===== config.mk =====
export PLATFORM = sky130hd
export DESIGN_NAME = wb_stage_flat
export DESIGN_NICKNAME = d
export VERILOG_FILES = /design/src/rtl/wb_pkg.sv /design/src/rtl/wb_stage_if.sv /design/src/rtl/wb_regfile.sv /design/src/rtl/wb_stage.sv /design/src/flat_wrapper.sv
export SDC_FILE = /design/constraint.sdc
export NUM_CORES = 1
export LEC_CHECK = 0
export ABC_AREA = 1
export ABC_CLOCK_PERIOD_IN_PS = 4900
export CAP_MARGIN = 0
export CORE_MARGIN = 8
export CORE_UTILIZATION = 50
export CTS_CLUSTER_DIAMETER = 150
export DETAILED_ROUTE_END_ITERATION = 12
export PLACE_DENSITY = 0.81
export REMOVE_ABC_BUFFERS = 1
export SETUP_SLACK_MARGIN = 0.3
export SLEW_MARGIN = 30
export SYNTH_ARGS = -nofsm -noshare
export SYNTH_HDL_FRONTEND = slang
export SYNTH_SLANG_ARGS = --single-unit

===== constraint.sdc =====
create_clock -name clk -period 4.9 [get_ports clk]
set_clock_uncertainty 0.2 [all_clocks]
set_input_delay 0.98 -clock clk [delete_from_list [all_inputs] [get_ports clk]]
set_output_delay 0.98 -clock clk [all_outputs]
set_load 0.01 [all_outputs]

===== src/rtl/wb_pkg.sv =====
// Shared types for the writeback stage: result-source codes.
package wb_pkg;

  typedef enum logic [1:0] {
    WB_SRC_ALU  = 2'd0,
    WB_SRC_MEM  = 2'd1,
    WB_SRC_IMM  = 2'd2,
    WB_SRC_LINK = 2'd3
  } wb_src_e;

endpackage


===== src/rtl/wb_stage_if.sv =====
// Bus between the pipeline and the writeback stage: MEM/WB payload, forwarding
// outputs, register read ports and the retire counter.
interface wb_stage_if import wb_pkg::*; #(
  parameter int DATA_W = 8,
  parameter int NREGS  = 4,
  parameter int CNT_W  = 16
);
  localparam int REG_AW = $clog2(NREGS);

  logic              in_valid;
  logic              in_ready;
  logic              stall;
  logic              flush;
  logic              in_wr;
  wb_src_e           in_src;
  logic [REG_AW-1:0] in_rd;
  logic [DATA_W-1:0] in_alu;
  logic [DATA_W-1:0] in_mem;
  logic [DATA_W-1:0] in_imm;
  logic [DATA_W-1:0] in_link;
  logic              fwd_valid;
  logic [REG_AW-1:0] fwd_rd;
  logic [DATA_W-1:0] fwd_data;
  logic [REG_AW-1:0] ra_addr;
  logic [REG_AW-1:0] rb_addr;
  logic [DATA_W-1:0] ra_data;
  logic [DATA_W-1:0] rb_data;
  logic [CNT_W-1:0]  retired_cnt;

  modport master (
    output in_valid, stall, flush, in_wr, in_src, in_rd,
           in_alu, in_mem, in_imm, in_link, ra_addr, rb_addr,
    input  in_ready, fwd_valid, fwd_rd, fwd_data, ra_data, rb_data, retired_cnt
  );

  modport slave (
    input  in_valid, stall, flush, in_wr, in_src, in_rd,
           in_alu, in_mem, in_imm, in_link, ra_addr, rb_addr,
    output in_ready, fwd_valid, fwd_rd, fwd_data, ra_data, rb_data, retired_cnt
  );
endinterface


===== src/rtl/wb_regfile.sv =====
// Architectural register file: one write port, two asynchronous read ports,
// cleared by reset; optionally register 0 is hard-wired to zero.
module wb_regfile #(
  parameter int  DATA_W  = 8,
  parameter int  NREGS   = 4,
  parameter bit  ZERO_R0 = 1'b0,
  localparam int REG_AW  = $clog2(NREGS)
) (
  input  logic              clk,
  input  logic              rst_n,
  input  logic              we_i,
  input  logic [REG_AW-1:0] waddr_i,
  input  logic [DATA_W-1:0] wdata_i,
  input  logic [REG_AW-1:0] ra_addr_i,
  input  logic [REG_AW-1:0] rb_addr_i,
  output logic [DATA_W-1:0] ra_data_o,
  output logic [DATA_W-1:0] rb_data_o
);

  logic [DATA_W-1:0] mem_q [NREGS];
  logic              wr_en;

  // Writes to r0 are dropped, so it keeps its reset value of zero forever.
  assign wr_en = we_i && !(ZERO_R0 && (waddr_i == '0));

  always_ff @(posedge clk or negedge rst_n) begin
    if (!rst_n) begin
      for (int i = 0; i < NREGS; i++) begin
        mem_q[i] <= '0;
      end
    end else if (wr_en) begin
      mem_q[waddr_i] <= wdata_i;
    end
  end

  assign ra_data_o = mem_q[ra_addr_i];
  assign rb_data_o = mem_q[rb_addr_i];

endmodule


===== src/rtl/wb_stage.sv =====
// Writeback stage: latches the selected result, commits it to the register
// file one edge later, bypasses it to the read ports and counts retirements.
module wb_stage import wb_pkg::*; #(
  parameter int DATA_W  = 8,
  parameter int NREGS   = 4,
  parameter bit ZERO_R0 = 1'b0,
  parameter int CNT_W   = 16
) (
  input logic       clk,
  input logic       rst_n,
  wb_stage_if.slave bus
);
  localparam int REG_AW = $clog2(NREGS);

  logic              s_valid_q, s_valid_d;
  logic              s_wr_q, s_wr_d;
  logic [REG_AW-1:0] s_rd_q, s_rd_d;
  logic [DATA_W-1:0] s_data_q, s_data_d;
  logic [CNT_W-1:0]  cnt_q, cnt_d;
  logic [DATA_W-1:0] sel_data;
  logic [DATA_W-1:0] rf_ra_data, rf_rb_data;
  logic              rd_is_zero, fwd_valid, commit;

  always_comb begin
    sel_data = bus.in_alu;
    case (bus.in_src)
      WB_SRC_ALU:  sel_data = bus.in_alu;
      WB_SRC_MEM:  sel_data = bus.in_mem;
      WB_SRC_IMM:  sel_data = bus.in_imm;
      WB_SRC_LINK: sel_data = bus.in_link;
    endcase
  end

  assign rd_is_zero = ZERO_R0 && (s_rd_q == '0);
  assign fwd_valid  = s_valid_q & s_wr_q & ~rd_is_zero;
  assign commit     = s_valid_q & ~bus.stall;

  always_comb begin
    s_valid_d = s_valid_q;
    s_wr_d    = s_wr_q;
    s_rd_d    = s_rd_q;
    s_data_d  = s_data_q;
    cnt_d     = cnt_q;
    // Flush only matters when the stage actually captures; a stalled stage holds.
    if (!bus.stall) begin
      s_valid_d = bus.in_valid & ~bus.flush;
      s_wr_d    = bus.in_wr;
      s_rd_d    = bus.in_rd;
      s_data_d  = sel_data;
    end
    if (commit && (cnt_q != {CNT_W{1'b1}})) begin
      cnt_d = cnt_q + CNT_W'(1);
    end
  end

  always_ff @(posedge clk or negedge rst_n) begin
    if (!rst_n) begin
      s_valid_q <= 1'b0;
      s_wr_q    <= 1'b0;
      s_rd_q    <= '0;
      s_data_q  <= '0;
      cnt_q     <= '0;
    end else begin
      s_valid_q <= s_valid_d;
      s_wr_q    <= s_wr_d;
      s_rd_q    <= s_rd_d;
      s_data_q  <= s_data_d;
      cnt_q     <= cnt_d;
    end
  end

  wb_regfile #(
    .DATA_W  (DATA_W),
    .NREGS   (NREGS),
    .ZERO_R0 (ZERO_R0)
  ) u_regfile (
    .clk       (clk),
    .rst_n     (rst_n),
    .we_i      (commit & s_wr_q),
    .waddr_i   (s_rd_q),
    .wdata_i   (s_data_q),
    .ra_addr_i (bus.ra_addr),
    .rb_addr_i (bus.rb_addr),
    .ra_data_o (rf_ra_data),
    .rb_data_o (rf_rb_data)
  );

  // The in-stage entry is younger than anything in the file, so it wins.
  assign bus.ra_data = (fwd_valid && (bus.ra_addr == s_rd_q)) ? s_data_q : rf_ra_data;
  assign bus.rb_data = (fwd_valid && (bus.rb_addr == s_rd_q)) ? s_data_q : rf_rb_data;

  assign bus.in_ready    = ~bus.stall;
  assign bus.fwd_valid   = fwd_valid;
  assign bus.fwd_rd      = s_rd_q;
  assign bus.fwd_data    = s_data_q;
  assign bus.retired_cnt = cnt_q;

endmodule


===== src/flat_wrapper.sv =====
// flat-port wrapper written by rule: the top's interface ports become plain ports
module wb_stage_flat import wb_pkg::*;
#(
  parameter int DATA_W  = 8,
  parameter int NREGS   = 4,
  parameter bit ZERO_R0 = 1'b0,
  parameter int CNT_W   = 16
)
  (clk, rst_n, bus_in_valid, bus_stall, bus_flush, bus_in_wr, bus_in_src, bus_in_rd, bus_in_alu, bus_in_mem, bus_in_imm, bus_in_link, bus_ra_addr, bus_rb_addr, bus_in_ready, bus_fwd_valid, bus_fwd_rd, bus_fwd_data, bus_ra_data, bus_rb_data, bus_retired_cnt);
  wb_stage_if #(.DATA_W(DATA_W), .NREGS(NREGS), .CNT_W(CNT_W)) bus_i ();
  input logic clk;
  input logic rst_n;
  input wire logic [$bits(bus_i.in_valid)-1:0] bus_in_valid;
  input wire logic [$bits(bus_i.stall)-1:0] bus_stall;
  input wire logic [$bits(bus_i.flush)-1:0] bus_flush;
  input wire logic [$bits(bus_i.in_wr)-1:0] bus_in_wr;
  input wire logic [$bits(bus_i.in_src)-1:0] bus_in_src;
  input wire logic [$bits(bus_i.in_rd)-1:0] bus_in_rd;
  input wire logic [$bits(bus_i.in_alu)-1:0] bus_in_alu;
  input wire logic [$bits(bus_i.in_mem)-1:0] bus_in_mem;
  input wire logic [$bits(bus_i.in_imm)-1:0] bus_in_imm;
  input wire logic [$bits(bus_i.in_link)-1:0] bus_in_link;
  input wire logic [$bits(bus_i.ra_addr)-1:0] bus_ra_addr;
  input wire logic [$bits(bus_i.rb_addr)-1:0] bus_rb_addr;
  output wire logic [$bits(bus_i.in_ready)-1:0] bus_in_ready;
  output wire logic [$bits(bus_i.fwd_valid)-1:0] bus_fwd_valid;
  output wire logic [$bits(bus_i.fwd_rd)-1:0] bus_fwd_rd;
  output wire logic [$bits(bus_i.fwd_data)-1:0] bus_fwd_data;
  output wire logic [$bits(bus_i.ra_data)-1:0] bus_ra_data;
  output wire logic [$bits(bus_i.rb_data)-1:0] bus_rb_data;
  output wire logic [$bits(bus_i.retired_cnt)-1:0] bus_retired_cnt;
  assign bus_i.in_valid = bus_in_valid;
  assign bus_i.stall = bus_stall;
  assign bus_i.flush = bus_flush;
  assign bus_i.in_wr = bus_in_wr;
  assign bus_i.in_src = bus_in_src;
  assign bus_i.in_rd = bus_in_rd;
  assign bus_i.in_alu = bus_in_alu;
  assign bus_i.in_mem = bus_in_mem;
  assign bus_i.in_imm = bus_in_imm;
  assign bus_i.in_link = bus_in_link;
  assign bus_i.ra_addr = bus_ra_addr;
  assign bus_i.rb_addr = bus_rb_addr;
  assign bus_in_ready = bus_i.in_ready;
  assign bus_fwd_valid = bus_i.fwd_valid;
  assign bus_fwd_rd = bus_i.fwd_rd;
  assign bus_fwd_data = bus_i.fwd_data;
  assign bus_ra_data = bus_i.ra_data;
  assign bus_rb_data = bus_i.rb_data;
  assign bus_retired_cnt = bus_i.retired_cnt;
  wb_stage #(.DATA_W(DATA_W), .NREGS(NREGS), .ZERO_R0(ZERO_R0), .CNT_W(CNT_W)) u_core (.clk(clk), .rst_n(rst_n), .bus(bus_i));
endmodule

==> metrics.cfg, run 1 <==
[floorplanning]
die_w_um = 100
die_h_um = 100
fp-row-count = 30
die_area_um2 = 10000
coreArea_um2 = 6830
start_util_pct = 51.7
io_pins = 90

[layout]
layout_common_cells = nand2_1 (148), clkdlybuf4s50_1 (88), o21ai_0 (63)
layout.cells.non_filler = 684
n_antenna_cell = 0
final_common_cell = nand2_1
fillers = 599
layout.nets = 630
utilization_pct = 69.1
area_growth_syn_to_layout_pct = 33.6
layout-drive-gt1-share_pct = 8.16

[routing]
vias_per_cell = 5.36
drc = 0
routed_wl_um = 10100
vias = 3669
avgRoutedWirePerCell_um = 14.7
ant_nets = 0
dr.pass1.iters = 5
dr.first_iter.drc_count = 213

[sta]
worst_pin_slew_ns = 0.818
worst_hold_slack_ns = 0.280
slew_viol_final = 0
finalSetupTns_ns = 0
hold_viol = 0
rsz0062_at_grt = no
max_freq_mhz = 233
setup_viol_count_final = 0
fin_crit_ns = 4.29
max_slew_margin_pct = 45.4
worst_slack_ns = 0.614
timing.final.crit_share_pct = 87.5

[run]
maxCapViolCount = 0

[setup_path]
cp_max_fo = 16
end_kind = output pin
startpoint_type = primary input
path_cells = clkdlybuf4s50_1 > inv_2 > nand2_1 > nand4_2 > o21ai_1 > clkdlybuf4s50_1
critPathKind = primary input to output pin
crit_top_cell = clkdlybuf4s50_1
critical_path.slowest_cell = clkdlybuf4s50_1
required_ns = 3.72
slowest_delay_ns = 0.70
cp_data_arrival_time_ns = 3.11

[clock_network]
htreeDepth = 3
ctsResizeCount = 0
tritoncts = built
cts_root_buf = clkbuf_8
post_cts_buffers = 0
ctsHoldBuffers = 0
cts.sinks = 60
path_clk_slew_ns = 0.07
cts_made_buffers = 9
clock_latency_ns = 0.32
clk_path_buf_depth = 2

[logic_synthesis]
syn_area_um2 = 3530
ys_types = 29
syn_area_per_cell_um2 = 7.11
syn_inst = 497
seq_area_frac_synth_pct = 42.5
ys_ff_latch = 60
yosysWarnings = 0

[global_routing]
grtUsageMet2_pct = 33.0
grt_max_degree = 38
grt.total_usage_pct = 20.9
gr-usage-met3_pct = 6.71
antenna_found_initial = 0
grt_first_pass_wirelength_um = 17100
top_usage_layer = met2
overflow = 0
met1_usage_pct = 26.0
first_global_vias = 3647

[hold_path]
min_path_type = flip-flop to flip-flop

[placed_design]
dp_slack_ns = 0.643
place_inst = 668
port_buffers = 89
gp_congestion = 0.947
dp_hpwl_um = 7640

[power]
power.leakage_nw = 2.07
power_density_nw_per_um2 = 342
ir_worst_vdd_mv = 0.182

[run_status]
outcome = finished, final reports clean

-- state kept, by name (all words and copies together), names as in the netlist --
signal                  flops
u_core.u_regfile.mem_q     32
u_core.bus.fwd_rd           2
u_core.bus.fwd_data         8
u_core.s_valid_q            1
u_core.bus.retired_cnt     16
u_core.s_wr_q               1
-- cell usage after synthesis --
master | count | area (um2)
nor2_1 | 37 | 139
nand2_4 | 1 | 11.3
clkbuf_1 | 8 | 30.0
a21oi_1 | 19 | 95.1
dfrtp_1 | 60 | 1500
nand4_2 | 1 | 12.5
buf_6 | 1 | 11.3
nor2_2 | 3 | 18.8
buf_4 | 1 | 7.51
inv_1 | 43 | 161
nand2_1 | 148 | 556
nand2_2 | 5 | 31.3
nand3_1 | 14 | 70.1
o211ai_2 | 1 | 12.5
xor2_1 | 1 | 8.76
nand4_1 | 7 | 43.8
nand3b_1 | 2 | 15.0
o21ai_1 | 48 | 240
nor2_4 | 3 | 33.8
ha_1 | 1 | 12.5
o21ai_0 | 63 | 315
nand3_2 | 4 | 40.0
a21oi_2 | 1 | 8.76
inv_2 | 4 | 15.0
buf_2 | 9 | 45.0
o211ai_1 | 3 | 22.5
nor3_1 | 1 | 5.00
o21ai_2 | 4 | 35.0
xnor2_1 | 4 | 35.0
-- per-stage QoR --
stage                     area (um2)  power (mW)
after floorplan                 3440       0.869
after global placement          4480        1.09
after detailed placement        4480        1.10
after CTS                       4720        1.62
after global routing            4720        1.70
final                           4720        1.61
-- report_power, final --
part	internal (mW)	total [mW]	switching [mW]
logic	0.210	0.433	0.223
clock network	0.329	0.514	0.185
registers	0.581	0.668	0.0864
-- worst paths after layout --
path,start,end,slack [ns],depth (start not counted)
max,bus_ra_addr[0],bus_ra_data[5],0.61,6
min,u_core.s_wr_q,u_core.s_wr_q,0.28,2
max reg2reg,u_core.bus.retired_cnt[0],u_core.bus.retired_cnt[3],2.86,8
min reg2reg,u_core.s_wr_q,u_core.s_wr_q,0.28,2
max in group asynchronous,rst_n,u_core.u_regfile.mem_q[23],3.12,2
min in group asynchronous,rst_n,u_core.u_regfile.mem_q[29],0.54,1
-- final cells by class --
class                   instances  area (um2)  share of cell area (%)
multi-input cells             371        1760                    37.3
clock buffers                  13         169                    3.58
repair buffers                 94         923                    19.6
flip-flops and latches         60        1500                    31.8
clock inverters                 3        67.6                    1.43
well taps                      96         120                    2.55
inverters                      47         176                    3.74
-- critical path: cells and delay by family --
| family | cells | cell delay [ns] |
|---|---|---|
| and+or+nand+nor | 2 | 0.45 |
| buffers and inverters | 3 | 1.43 |
| AOI/OAI and AO/OA | 1 | 0.25 |
-- kinds of logic after synthesis --
logic type | Yosys count | share of synthesized area [%]
buffers and inverters | 66 | 7.65
adder cells (fa/ha/maj) | 1 | 0.354
AO/OA/AOI/OAI | 139 | 20.6
XOR/XNOR | 5 | 1.24
flip-flops | 60 | 42.5
AND/OR/NAND/NOR | 226 | 27.6
-- metal layers --
layer  up-vias  routed length (um)  part of all wire, %
met2       159                4580                   45
met1      1700                4420                   44
met3        13                 927                  9.2
li1       1797                   -                    -
met5         -                   0                    0
met4         0                 154                  1.5
No activity file was read; power rests on OpenSTA's default activity.
==> run 2, diff against run 1 <==
--- a/config.mk
+++ b/config.mk
@@ -5,14 +5,13 @@
 export SDC_FILE = /design/constraint.sdc
 export NUM_CORES = 1
 export LEC_CHECK = 0
-export ABC_AREA = 1
 export ABC_CLOCK_PERIOD_IN_PS = 4900
 export CAP_MARGIN = 0
 export CORE_MARGIN = 8
 export CORE_UTILIZATION = 50
 export CTS_CLUSTER_DIAMETER = 150
 export DETAILED_ROUTE_END_ITERATION = 12
-export PLACE_DENSITY = 0.81
+export PLACE_DENSITY = 0.82
 export REMOVE_ABC_BUFFERS = 1
 export SETUP_SLACK_MARGIN = 0.3
 export SLEW_MARGIN = 30
==> metrics.cfg, run 2 <==
[routing]
routed_wl_um = 8050
dr.first_iter.drc_count = 120
drc = 0
avgRoutedWirePerCell_um = 18.9
dr.pass1.iters = 4
vias = 2425
ant_nets = 0
vias_per_cell = 5.71

[layout]
final_common_cell = clkdlybuf4s50_1
layout.nets = 391
regArea_um2 = 1500
regMostFlops = u_core.u_regfile.mem_q
area_growth_syn_to_layout_pct = 35.1
layout-drive-gt1-share_pct = 31.6
fillers = 470
multiInputGateArea_um2 = 1730
largest_reg_flops = 32
n_antenna_cell = 0
layout_common_cells = clkdlybuf4s50_1 (88), dfrtp_1 (60), mux2_2 (54)
layout.cells.non_filler = 425

[sta]
rsz0062_at_grt = no
max_slew_margin_pct = 50.9
hold_viol = 0
slew_viol_final = 0
finalSetupTns_ns = 0
timing.final.crit_share_pct = 88.8
max_freq_mhz = 230
worst_pin_slew_ns = 0.737
worst_slack_ns = 0.551
fin_crit_ns = 4.35
setup_viol_count_final = 0

[run]
maxCapViolCount = 0

[setup_path]
crit_cells = 5
crit_top_cell = clkdlybuf4s50_1
end_kind = output pin
cp_num_buf_inv = 3
critical_path.slowest_cell = clkdlybuf4s50_1
r2r-start = u_core.bus.retired_cnt[0]
reg2regPathDepth = 5
startpoint_type = primary input
critPathKind = primary input to output pin
cp_data_arrival_time_ns = 3.17
path_cells = clkdlybuf4s50_1 > buf_4 > mux4_2 > mux2_2 > clkdlybuf4s50_1
cp_top_family = buffers and inverters
crit_start = bus_ra_addr[0]
slowest_delay_ns = 0.65
cp_max_fo = 5
required_ns = 3.72

[clock_network]
clock_latency_ns = 0.34
htreeDepth = 3
clk_path_buf_depth = 2
ctsResizeCount = 0
cts.sinks = 60
cts_made_buffers = 9
ctsHoldBuffers = 0
cts_root_buf = clkbuf_8
path_clk_slew_ns = 0.06
tritoncts = built
post_cts_buffers = 0

[logic_synthesis]
ys_types = 31
yosysWarnings = 0
ys_top_cells_by_area = dfrtp_1 (45%), mux2_2 (18%), mux4_2 (16%)
async_flop_share_pct = 100
syn_area_per_cell_um2 = 13.3
synth-main-ff-cell = dfrtp_1
ys_ff_latch = 60
synth.most_common_cell = dfrtp_1
syn_inst = 248
syn_area_um2 = 3310
yosys-top-cells-count = dfrtp_1 (60), mux2_2 (54), nand2_1 (35), mux4_2 (24), xor2_1 (10)
synth_top_area_share_pct = 45.4
yosysTopAreaCell = dfrtp_1
seq_area_frac_synth_pct = 45.4
synth_edf_count = 0

[placed_design]
port_buffers = 89
dp_slack_ns = 0.525
place_inst = 410
gp_congestion = 0.835
dp_hpwl_um = 6100

[power]
ir_worst_vdd_mv = 0.270
power.leakage_nw = 1.93
power_density_nw_per_um2 = 352

[floorplanning]
io_pins = 90
die_w_um = 97.3
coreArea_um2 = 6390
fp-row-count = 29
die_h_um = 97.3
start_util_pct = 51.8
die_area_um2 = 9470

[global_routing]
grt_first_pass_wirelength_um = 13200
overflow = 0
first_global_vias = 2597
grt.total_usage_pct = 17.4
grt_max_degree = 61
antenna_found_initial = 0

[hold_path]
whs_path_depth = 1
hold_start = u_core.s_wr_q
min_path_type = flip-flop to flip-flop

[run_status]
outcome = finished, final reports clean

run 2: logic make-up (layout without fill, tap and decap cells):
family | count (synthesis) | after routing | synth area share [%]
simple gates | 70 | 70 | 12.0
mux | 79 | 79 | 35.0
fa+ha+maj | 1 | 1 | 0.378
compound gates | 9 | 9 | 1.59
buf+inv | 16 | 116 | 2.12
flops | 60 | 60 | 45.4
xor+xnor | 13 | 13 | 3.44
run 2: per-layer routing:
layer	vias up	part of all wire, %	track usage [%]
met1	1221	44	21.4
met4	0	1.6	7.58
met5	-	0	0
li1	1118	-	-
met2	77	49	27.4
met3	9	5.8	5.76
run 2: power by group:
part	leakage [nW]	total, mW	switching, mW	internal [mW]
Combinational	1.06	0.487	0.163	0.324
Clock	0.0893	0.384	0.177	0.207
Sequential	0.778	0.699	0.103	0.596
Total	1.93	1.57	0.443	1.13
run 2: through the flow:
step	total power [mW]	cell area [um2]	utilization (%)	hold WS (ns)
after floorplan	0.934	3250	-	0.279
after global placement	1.18	4300	67.3	0.291
after detailed placement	1.20	4300	67.3	0.298
after CTS	1.59	4470	69.9	0.312
after global routing	1.65	4470	69.9	0.335
final	1.57	4470	69.9	0.312
run 2: layout make-up:
type	instances	share of cell area, %
well taps	77	2.16
inverters	3	0.252
flip-flops and latches	60	33.6
clock buffers	13	3.56
repair buffers	98	21.4
clock inverters	2	0.224
multi-input cells	172	38.8
run 2: final timing paths:
path | endpoint | slack, ns
max | bus_ra_data[7] | 0.55
min | u_core.s_wr_q | 0.31
max reg2reg | u_core.bus.retired_cnt[1] | 2.81
min reg2reg | u_core.s_wr_q | 0.31
max in group asynchronous | u_core.u_regfile.mem_q[17] | 3.42
min in group asynchronous | u_core.bus.retired_cnt[14] | 0.58
==> run 3, diff against run 2 <==
--- a/config.mk
+++ b/config.mk
@@ -5,16 +5,17 @@
 export SDC_FILE = /design/constraint.sdc
 export NUM_CORES = 1
 export LEC_CHECK = 0
-export ABC_CLOCK_PERIOD_IN_PS = 4900
+export ABC_CLOCK_PERIOD_IN_PS = 5400
 export CAP_MARGIN = 0
 export CORE_MARGIN = 8
 export CORE_UTILIZATION = 50
 export CTS_CLUSTER_DIAMETER = 150
 export DETAILED_ROUTE_END_ITERATION = 12
+export GPL_TIMING_DRIVEN = 0
 export PLACE_DENSITY = 0.82
 export REMOVE_ABC_BUFFERS = 1
 export SETUP_SLACK_MARGIN = 0.3
-export SLEW_MARGIN = 30
+export SLEW_MARGIN = 20
 export SYNTH_ARGS = -nofsm -noshare
 export SYNTH_HDL_FRONTEND = slang
 export SYNTH_SLANG_ARGS = --single-unit
==> constraint.sdc (replaced) <==
create_clock -name clk -period 5.4 [get_ports clk]
set_clock_uncertainty 0.2 [all_clocks]
set_input_delay 1.08 -clock clk [delete_from_list [all_inputs] [get_ports clk]]
set_output_delay 1.08 -clock clk [all_outputs]
set_load 0.01 [all_outputs]
==> metrics.cfg, run 3 (same netlist as run 2, synthesis figures left out) <==
[floorplanning]
io_pins = 90
fp-row-count = 29
die_area_um2 = 9470
die_w_um = 97.3
start_util_pct = 51.8
die_h_um = 97.3
coreArea_um2 = 6390

[routing]
vias = 2329
ant_nets = 0
vias_per_cell = 5.57
avgRoutedWirePerCell_um = 18.3
drc = 0
routed_wl_um = 7660
dr.pass1.iters = 4
dr.first_iter.drc_count = 74

[layout]
n_antenna_cell = 0
layout-drive-gt1-share_pct = 30.8
largest_reg_flops = 32
regArea_um2 = 1500
utilization_pct = 70.8
final_common_cell = clkdlybuf4s50_1
area_growth_syn_to_layout_pct = 36.8
fillers = 453
regMostFlops = u_core.u_regfile.mem_q
layout.cells.non_filler = 418
multiInputGateArea_um2 = 1750
final_area_um2 = 4520
layout.nets = 383
layout_common_cells = clkdlybuf4s50_1 (88), dfrtp_1 (60), mux2_2 (54)

[clock_network]
clock_latency_ns = 0.34
path_clk_slew_ns = 0.07
cts.sinks = 60
tritoncts = built
cts_root_buf = clkbuf_8
clk_path_buf_depth = 2
cts_made_buffers = 9
htreeDepth = 3
post_cts_buffers = 0

[setup_path]
critPathKind = primary input to output pin
cp_max_fo = 9
crit_cells = 5
rrSetupSlack_ns = 3.32
cp_num_buf_inv = 2
startpoint_type = primary input
critPathCapture = bus_ra_data[3]
end_kind = output pin
reg2regPathDepth = 4
r2r-end = u_core.u_regfile.mem_q[5]
r2r-start = u_core.s_valid_q
slowest_delay_ns = 0.89
critical_path.slowest_cell = clkdlybuf4s50_1
cp_data_arrival_time_ns = 3.57
crit_start = bus_ra_addr[0]
path_cells = clkdlybuf4s50_1 > xor2_1 > nor3_4 > mux2_2 > clkdlybuf4s50_1
required_ns = 4.12
cp_top_family = buffers and inverters
crit_top_cell = clkdlybuf4s50_1

[sta]
max_freq_mhz = 206
worst_hold_slack_ns = 0.319
hold_viol = 0
worst_pin_slew_ns = 0.753
setup_viol_count_final = 0
finalSetupTns_ns = 0
rsz0062_at_grt = no
timing.final.crit_share_pct = 89.8
max_slew_margin_pct = 49.6
slew_viol_final = 0
fin_crit_ns = 4.85

[hold_path]
min_path_type = primary input to async pin

[global_routing]
overflow = 0
antenna_found_initial = 0
grt.total_usage_pct = 16.8
grt_first_pass_wirelength_um = 13000
grt_max_degree = 60
first_global_vias = 2607

[placed_design]
gp_congestion = 0.834
place_area_um2 = 4260
dp_hpwl_um = 5640
port_buffers = 89
place_inst = 402

[power]
power.leakage_nw = 1.94
power_density_nw_per_um2 = 347
ir_worst_vdd_mv = 0.186

[run_status]
outcome = finished, final reports clean

[run]
maxCapViolCount = 0

-- run 3: changes by cell type in the layout (fill, tap and decap cells not counted), sizes merged --
cell      delta
clkinvlp     +1
buf          -8
bufinv       +3
clkbuf       -3
-- run 3: worst register-to-register path, stage by stage, from the launching register on --
cell and delay (ns):
dfrtp_1 0.38, nand2_1 0.28, inv_1 0.17, nand4_1 0.47, mux2_2 0.46
-- run 3: per-stage QoR --
stage                     total power [mW]  setup slack, ns
after floorplan                      0.848             2.05
after global placement                1.06            0.356
after detailed placement              1.08            0.313
after CTS                             1.58            0.307
after global routing                  1.65            0.397
final                                 1.57            0.549
-- run 3: worst min path at each step --
stage,from,to,slack (ns),cells after the start
after CTS,rst_n,u_core.bus.retired_cnt[0],0.31,1
after detailed placement,u_core.s_wr_q,u_core.s_wr_q,0.30,1
after global routing,rst_n,u_core.bus.retired_cnt[0],0.31,1
final,rst_n,u_core.bus.retired_cnt[0],0.32,1
after floorplan,u_core.s_wr_q,u_core.s_wr_q,0.28,1
after global placement,u_core.s_wr_q,u_core.s_wr_q,0.29,1
-- run 3: timing repair --
item                                   CTS  global route
gates resized for setup                  0             2
hold buffers                             0             0
setup endpoints to repair                0            16
endpoints found under the hold margin    0             0
-- run 3: layout make-up --
class	instances	share of cell area, %
Clock buffer	10	3.04
Clock inverter	6	2.46
Inverter	3	0.249
Multi-Input combinational cell	172	38.6
Sequential cell	60	33.2
Tap cell	77	2.13
Timing Repair Buffer	90	20.3
-- run 3: report_power, final --
| group | internal, mW | switching, mW |
|---|---|---|
| clock network | 0.319 | 0.178 |
| logic | 0.293 | 0.146 |
| registers | 0.540 | 0.0934 |
-- run 3: routing by layer --
metal,vias to the layer above,share of wire [%],track usage [%]
met3,9,6.8,6.47
met4,0,1.3,6.88
met1,1141,43,20.9
met5,-,0,0
met2,74,49,25.6
li1,1105,-,-
